[src/rtl/controlador_memoria_dados.sv]
// rtl/controlador_memoria_dados.sv - access sequencer for the 16x16 data memory (load/store/fill/copy)
module controlador_memoria_dados #(
  parameter int ADDR_W = 4,
  parameter int DATA_W = 16
) (
  input  logic              Clock,
  input  logic              Reset,
  input  logic              Start,
  input  logic [1:0]        Op,
  input  logic [ADDR_W-1:0] AddrA,
  input  logic [ADDR_W-1:0] AddrB,
  input  logic [ADDR_W:0]   Count,
  input  logic [DATA_W-1:0] WData,
  output logic              Busy,
  output logic              Done,
  output logic [DATA_W-1:0] RData,
  output logic              mem_wren,
  output logic [ADDR_W-1:0] mem_Address,
  output logic [DATA_W-1:0] mem_Din,
  input  logic [DATA_W-1:0] mem_Q
);

  typedef enum logic [3:0] {
    IDLE, LD_RD, LD_WAIT, ST_WR, FILL_WR, CP_RD, CP_WAIT, CP_WR, FIN
  } state_t;

  localparam logic [ADDR_W:0]   MAX_CNT  = {1'b1, {ADDR_W{1'b0}}};
  localparam logic [ADDR_W:0]   CNT_ONE  = {{ADDR_W{1'b0}}, 1'b1};
  localparam logic [ADDR_W-1:0] ADDR_ONE = {{(ADDR_W-1){1'b0}}, 1'b1};

  state_t            state;
  logic [ADDR_W-1:0] src;
  logic [ADDR_W-1:0] dst;
  logic [ADDR_W:0]   remaining;
  logic [ADDR_W:0]   count_sat;

  // Word counts beyond the memory depth behave as a full sweep
  always_comb begin
    count_sat = Count;
    if (Count > MAX_CNT) count_sat = MAX_CNT;
  end

  // Command sequencer: every output is a register updated here
  always_ff @(posedge Clock or posedge Reset) begin
    if (Reset) begin
      state       <= IDLE;
      Busy        <= 1'b0;
      Done        <= 1'b0;
      RData       <= '0;
      mem_wren    <= 1'b0;
      mem_Address <= '0;
      mem_Din     <= '0;
      src         <= '0;
      dst         <= '0;
      remaining   <= '0;
    end else begin
      case (state)
        // FIN is the Done cycle; it accepts a new command exactly like IDLE
        IDLE, FIN: begin
          Done     <= 1'b0;
          Busy     <= 1'b0;
          mem_wren <= 1'b0;
          state    <= IDLE;
          if (Start) begin
            case (Op)
              2'b00: begin
                Busy        <= 1'b1;
                mem_Address <= AddrA;
                state       <= LD_RD;
              end
              2'b01: begin
                Busy        <= 1'b1;
                mem_wren    <= 1'b1;
                mem_Address <= AddrA;
                mem_Din     <= WData;
                state       <= ST_WR;
              end
              2'b10: begin
                if (count_sat == '0) begin
                  Done  <= 1'b1;
                  state <= FIN;
                end else begin
                  Busy        <= 1'b1;
                  mem_wren    <= 1'b1;
                  mem_Address <= AddrA;
                  mem_Din     <= WData;
                  remaining   <= count_sat;
                  state       <= FILL_WR;
                end
              end
              default: begin
                if (count_sat == '0) begin
                  Done  <= 1'b1;
                  state <= FIN;
                end else begin
                  Busy        <= 1'b1;
                  mem_Address <= AddrA;
                  src         <= AddrA;
                  dst         <= AddrB;
                  remaining   <= count_sat;
                  state       <= CP_RD;
                end
              end
            endcase
          end
        end
        LD_RD: state <= LD_WAIT;
        LD_WAIT: begin
          RData <= mem_Q;
          Busy  <= 1'b0;
          Done  <= 1'b1;
          state <= FIN;
        end
        ST_WR: begin
          mem_wren <= 1'b0;
          Busy     <= 1'b0;
          Done     <= 1'b1;
          state    <= FIN;
        end
        FILL_WR: begin
          if (remaining == CNT_ONE) begin
            mem_wren <= 1'b0;
            Busy     <= 1'b0;
            Done     <= 1'b1;
            state    <= FIN;
          end else begin
            mem_Address <= mem_Address + ADDR_ONE;
            remaining   <= remaining - CNT_ONE;
          end
        end
        CP_RD: state <= CP_WAIT;
        CP_WAIT: begin
          mem_Din     <= mem_Q;
          RData       <= mem_Q;
          mem_wren    <= 1'b1;
          mem_Address <= dst;
          state       <= CP_WR;
        end
        CP_WR: begin
          mem_wren <= 1'b0;
          if (remaining == CNT_ONE) begin
            Busy  <= 1'b0;
            Done  <= 1'b1;
            state <= FIN;
          end else begin
            src         <= src + ADDR_ONE;
            dst         <= dst + ADDR_ONE;
            mem_Address <= src + ADDR_ONE;
            remaining   <= remaining - CNT_ONE;
            state       <= CP_RD;
          end
        end
        default: state <= IDLE;
      endcase
    end
  end

endmodule

[config.mk]
export PLATFORM = sky130hd
export DESIGN_NAME = controlador_memoria_dados
export DESIGN_NICKNAME = d
export VERILOG_FILES = /design/src/rtl/controlador_memoria_dados.sv
export SDC_FILE = /design/constraint.sdc
export NUM_CORES = 1
export LEC_CHECK = 0
export ABC_AREA = 1
export BUFFER_PORTS_ARGS = -buffer_cell sky130_fd_sc_hd__buf_2
export CAP_MARGIN = 20
export CORE_ASPECT_RATIO = 0.5
export CORE_MARGIN = 2
export CORE_UTILIZATION = 42
export CTS_CLUSTER_SIZE = 14
export DETAILED_ROUTE_END_ITERATION = 7
export PLACE_DENSITY_LB_ADDON = 0.2
export RECOVER_POWER = 100
export SYNTH_ARGS = -nofsm -noshare
export SYNTH_HDL_FRONTEND = slang
export SYNTH_SLANG_ARGS = --single-unit
export TNS_END_PERCENT = 1
[constraint.sdc]
create_clock -name Clock -period 1.9 [get_ports Clock]
set_clock_uncertainty 0.1 [all_clocks]
set_input_delay 0.285 -clock Clock [delete_from_list [all_inputs] [get_ports Clock]]
set_output_delay 0.285 -clock Clock [all_outputs]
set_load 0.02 [all_outputs]
# --- Word-level counts from Yosys, hierarchy flattened ---
# Index checks and enable logic that the tools add are counted.
classes:
  n_addsub: 4
  mul: 0
  div: 0
  n_lt_le_gt_ge: 1
  n_eq_ne: 23
  shifts: 0
  n_mux: 44
  bitwise: 0
  reduce_logical: 22
ops:
  columns: ["operator", "n"]
  rows:
  - ["2-to-1 mux 4 bit", 16]
  - ["one-hot mux 16 bit (2 select lines)", 2]
  - ["2-to-1 mux 16 bit", 2]
  - ["one-hot mux 4 bit (7 select lines)", 1]
  - ["2-to-1 mux 5 bit", 5]
  - ["== test 4 x 3 -> 1 bit (second input constant)", 4]
  - ["inequality test 2 bit (second input constant)", 8]
  - ["one-hot mux 4 bit (2 select lines)", 2]
  - ["one-hot mux 4 bit (4 select lines)", 1]
  - ["AND reduction 5 bit", 3]
  - ["adder 4 x 1 -> 4 bit (second input constant)", 3]
  - ["one-hot mux 4 bit (3 select lines)", 1]
  - ["OR reduction 2 bit", 6]
  - ["one-hot mux 5 bit (2 select lines)", 1]
  - ["2-to-1 mux 1 bit", 9]
  - ["== test 4 x 2 -> 1 bit (second input constant)", 2]
  - ["nonzero test 4 bit", 2]
  - ["inequality test 3 bit (second input constant)", 2]
  - ["one-hot mux 1 bit (3 select lines)", 2]
  - ["nonzero test 2 bit", 3]
  - ["== test 5 x 1 -> 1 bit (second input constant)", 1]
  - ["> comparator 5 bit (second input constant)", 1]
  - ["logical NOT 5 bit", 1]
  - ["subtractor 5 x 1 -> 5 bit (second input constant)", 1]
  - ["other kinds (14)", 15]
word_totals:
  reg_bits: 56
  latch_bits: 0
  mem_bits_rw: 0
  romBits: 0
  in_bits: 50
  out_inout_bits: 39
  wordCells: 104
  memories: 0

# --- Depth between registers and ports, before layout ---
logic_depth:
  ltp_word: 7
  mapped_depth: 10
  mapped_depth_nobuf: 10

# --- Worst setup path after synthesis ---
# Ideal clock, no wire load.
synth_timing:
  path_kind: "input to register"
  startpoint: "input Op[0]"
  endpoint: "register mem_Din[10]"
  setup_ns: 0.117
  arrival_ns: 1.307
  required_ns: 1.683
  slack_ns: 0.375
  stages: 7
  cell_sequence: "inv_1 ha_1 o21ai_0 o21ai_4 buf_2 nand3_1 nand2_1"
synth_between:
  elab_chain_cells: 4
synth_lines:
  columns: ["element", "line", "rtl"]
  rows:
  - ["start, declared", "9", "input logic [1:0] Op,"]
  - ["== test 2 bit or == test 2 x 1 -> 1 bit (tied branches)", "65", "case (Op)"]
  - ["one-hot mux 16 bit (2 select lines)", "65", null]
  - ["2-to-1 mux 16 bit", "64", "if (Start) begin"]
  - ["one-hot mux 16 bit (2 select lines)", "57", "case (state)"]
  - ["end signal, assigned", "75", "mem_Din <= WData;"]
  - ["end signal, assigned", "86", "mem_Din <= WData;"]
  - ["end signal, assigned", "133", "mem_Din <= mem_Q;"]
  - ["end, declared", "19", "output logic [DATA_W-1:0] mem_Din,"]
# Parallel ways exist; a longest one is shown, timed or not. The select of a mux whose other input is x is not followed.
# A chain may end at the register's enable or synchronous reset.

# --- Worst setup path after layout ---
layout_timing:
  startpoint: "register state[3]"
  endpoint: "register src[3]"
layout_between:
  elab_chain_cells: 4
layout_lines:
  columns: ["element", "line", "rtl"]
  rows:
  - ["start, declared", "31", "state_t state;"]
  - ["start signal, assigned", "46", "state <= IDLE;"]
  - ["start signal, assigned", "63", "state <= IDLE;"]
  - ["start signal, assigned", "69", "state <= LD_RD;"]
  - ["== test 4 bit or logical NOT 4 bit (tied branches)", "57", null]
  - ["OR reduction 2 bit", "57", null]
  - ["inequality test 2 bit (no line) or nonzero test 2 bit (tied branches)", null, null]
  - ["AND reduction 5 bit (no line)", null, null]
  - ["end signal, assigned", "98", "src <= AddrA;"]
  - ["end signal, assigned", "146", "src <= src + ADDR_ONE;"]
  - ["end, declared", "32", "logic [ADDR_W-1:0] src;"]
# Parallel ways exist; a longest one is shown, timed or not.

==> results_dict.tcl <==
set metrics [dict create \
    outcome "finished clean" \
    wl_per_cell_um 12.27 \
    fin_crit_ns 1.670 \
    synth_top_area_share_pct 42.59 \
    power.leakage_nw 2.202 \
    die_y_um 66.59 \
    rsz0062_at_grt "false" \
    dr.pass1.iters 4 \
    grt.overflow.total 0 \
    htree_levels 2 \
    gp_congestion 0.9242 \
    final_common_cell "nand2_1" \
    final_cell_mix "206 x nand2_1, 56 x dfrtp_1, 49 x buf_2" \
    reg2reg_from "state[3]" \
    layout_setup_ws_ns 0.2301 \
    synthCells 453 \
    dp_hpwl_um 6080 \
    drc 0 \
    min_path_cells 3 \
    antenna_found_initial 0 \
    vias 3107 \
    tightest_slew_ns 0.9645 \
    avgSynthCellArea_um2 7.264 \
    final_layout_size_suffix_gt1_share_pct 16.70 \
    p_per_area_nw_per_um2 1611 \
    ys_seq_area_share_pct 42.59 \
    holdPathEnd "RData[7]" \
    synthesis.area_um2 3291 \
    nets 610 \
    path_class "reg -> reg" \
    drv_cap 0 \
    finalMaxSlewViolations 0 \
    fin_crit_sh_pct 87.89 \
    rr_worst_depth 8 \
    grt_start_max_net_pins 26 \
    grt_pass1_wl_um 14190 \
    drt_iter0_markers 214 \
    port_buffers 88 \
    antenna_cells 0 \
    max_freq_ghz 0.5989 \
    area_growth_pct 22.66 \
    start_util_pct 44.11 \
    cts.sinks 56 \
    core-area_um2 7460 \
    synth_nets 513 \
    clk_latency_ns 0.30 \
    io_pins 89 \
    cts_buffers 5 \
    postRouteAntennaNets 0 \
    yosysTopAreaCell "dfrtp_1" \
    startpoint_type "flip-flop" \
    cts_buffer_depth 2 \
    drt-total-wl_um 8089 \
    clkTransAtPathRegs_ns 0.07 \
    synth_cell_type_count 29 \
    final-hold-violation-count 0 \
    rrSetupSlack_ns 0.23 \
    setup_viol 0 \
    min_path_type "in -> reg" \
    grt_pass1_vias 3066 \
    ir_drop_uv 601.9 \
    r2r_end "src[3]" \
    groute.usage.overall_pct 20.96 \
    yosysWarnings 0 \
    power_mw 6.501 \
    required_ns 1.98 \
    avgViaCountPerCell 4.715 \
    worstPathArrival_ns 1.75 \
    die_w_um 129.2 \
    min_from "mem_Q[7]" \
    dieArea_um2 8602 \
    pre_cts_ws_ns -0.09324 \
    root_buffer "clkbuf_16" \
    relSlewSlack_pct 35.63 \
    rows 22 \
    synth_top_cells_by_area "dfrtp_1 43%, nand2_1 23%, nand3_1 6.8%" \
    synth.ff_latch_count 56 \
    critPathCaptureType "flip-flop" \
    path_max_fanout 9 \
    cts_tree "yes" \
]
-- synth_stat cells (all sizes together) --
cell and n:
xor2 2, o211ai 1, clkbuf 1, a31oi 1, xnor2 1, or2 1
o22ai 1, nor2 30, nand2 214, o21bai 1, dfrtp 56, ha 10
inv 34, o21ai 34, o2111ai 1, nand3 47, a21oi 2, buf 9
nand4 7
-- repair_timing --
action	CTS	global route
hold buffers	1	0
setup buffers	0	3
setup endpoints to repair	0	2
endpoints found under the hold margin	23	0
resized for setup	0	0
-- worst max-delay path by stage --
stage / startpoint / to
final: state[3] / src[3]
after global routing: state[0] / remaining[2]
after CTS: state[1] / mem_Din[1]
after detailed placement: Op[0] / mem_Din[0]
after global placement: Op[0] / mem_Din[15]
after floorplan: Reset / Busy
-- stage by stage --
step           cells  TNS (ns)  area [um2]  util, %  hold WS [ns]
4_1_cts          656         0        4063    54.46        0.1014
3_5_place_dp     647   -0.9809        3875    51.95        0.2646
3_3_place_gp     647   -0.1556        3875    51.95        0.2663
6_report         659         0        4036    54.11        0.1041
2_1_floorplan    453         0        3291        -        0.3149
5_1_grt          659         0        4036    54.11        0.1127
-- kinds of logic (layout without fill, tap and decap cells) --
| family | after synthesis | count (layout) | synth area share [%] |
|---|---|---|---|
| xor+xnor | 3 | 3 | 0.7986 |
| compound gates | 41 | 41 | 6.921 |
| buf+inv | 44 | 142 | 5.817 |
| simple gates | 299 | 299 | 40.08 |
| flops | 56 | 56 | 42.59 |
| fa+ha+maj | 10 | 10 | 3.802 |
-- critical path: stages, from the launching register on --
cell	delay (ns)
dfrtp_1	0.48
nor2_4	0.21
nand2_1	0.12
nand2_1	0.13
nand2_2	0.10
nor2_8	0.16
nand2_2	0.14
nand2_1	0.09
nand2_1	0.05
-- layout make-up --
type	instances	area (um2)
fill	759	3423
multi-input combinational	353	1690
sequential	56	1401
timing repair buffer	100	504.2
clock buffer	6	138.9
tap	108	135.1
inverter	34	127.6
clock inverter	2	38.79
-- where the power goes --
| group | total, mW | internal [mW] | switching (mW) |
|---|---|---|---|
| clock | 1.10 | 0.661 | 0.438 |
| sequential | 2.19 | 1.76 | 0.434 |
| combinational | 3.21 | 1.03 | 2.18 |
| total | 6.50 | 3.45 | 3.05 |
-- flip-flops by register name (all words and copies together) (netlist names), 4 cells and up --
signal and count:
state 4, mem_Din 16, mem_Address 4, dst 4
src 4, RData 16, remaining 5
-- layer usage --
metal,track usage [%],share of wire [%]
met5,0,0
met3,4.418,6.4
met2,33.82,44
met4,5.027,0.77
met1,29.01,49
Note: power is estimated with default switching activity, not from simulation.
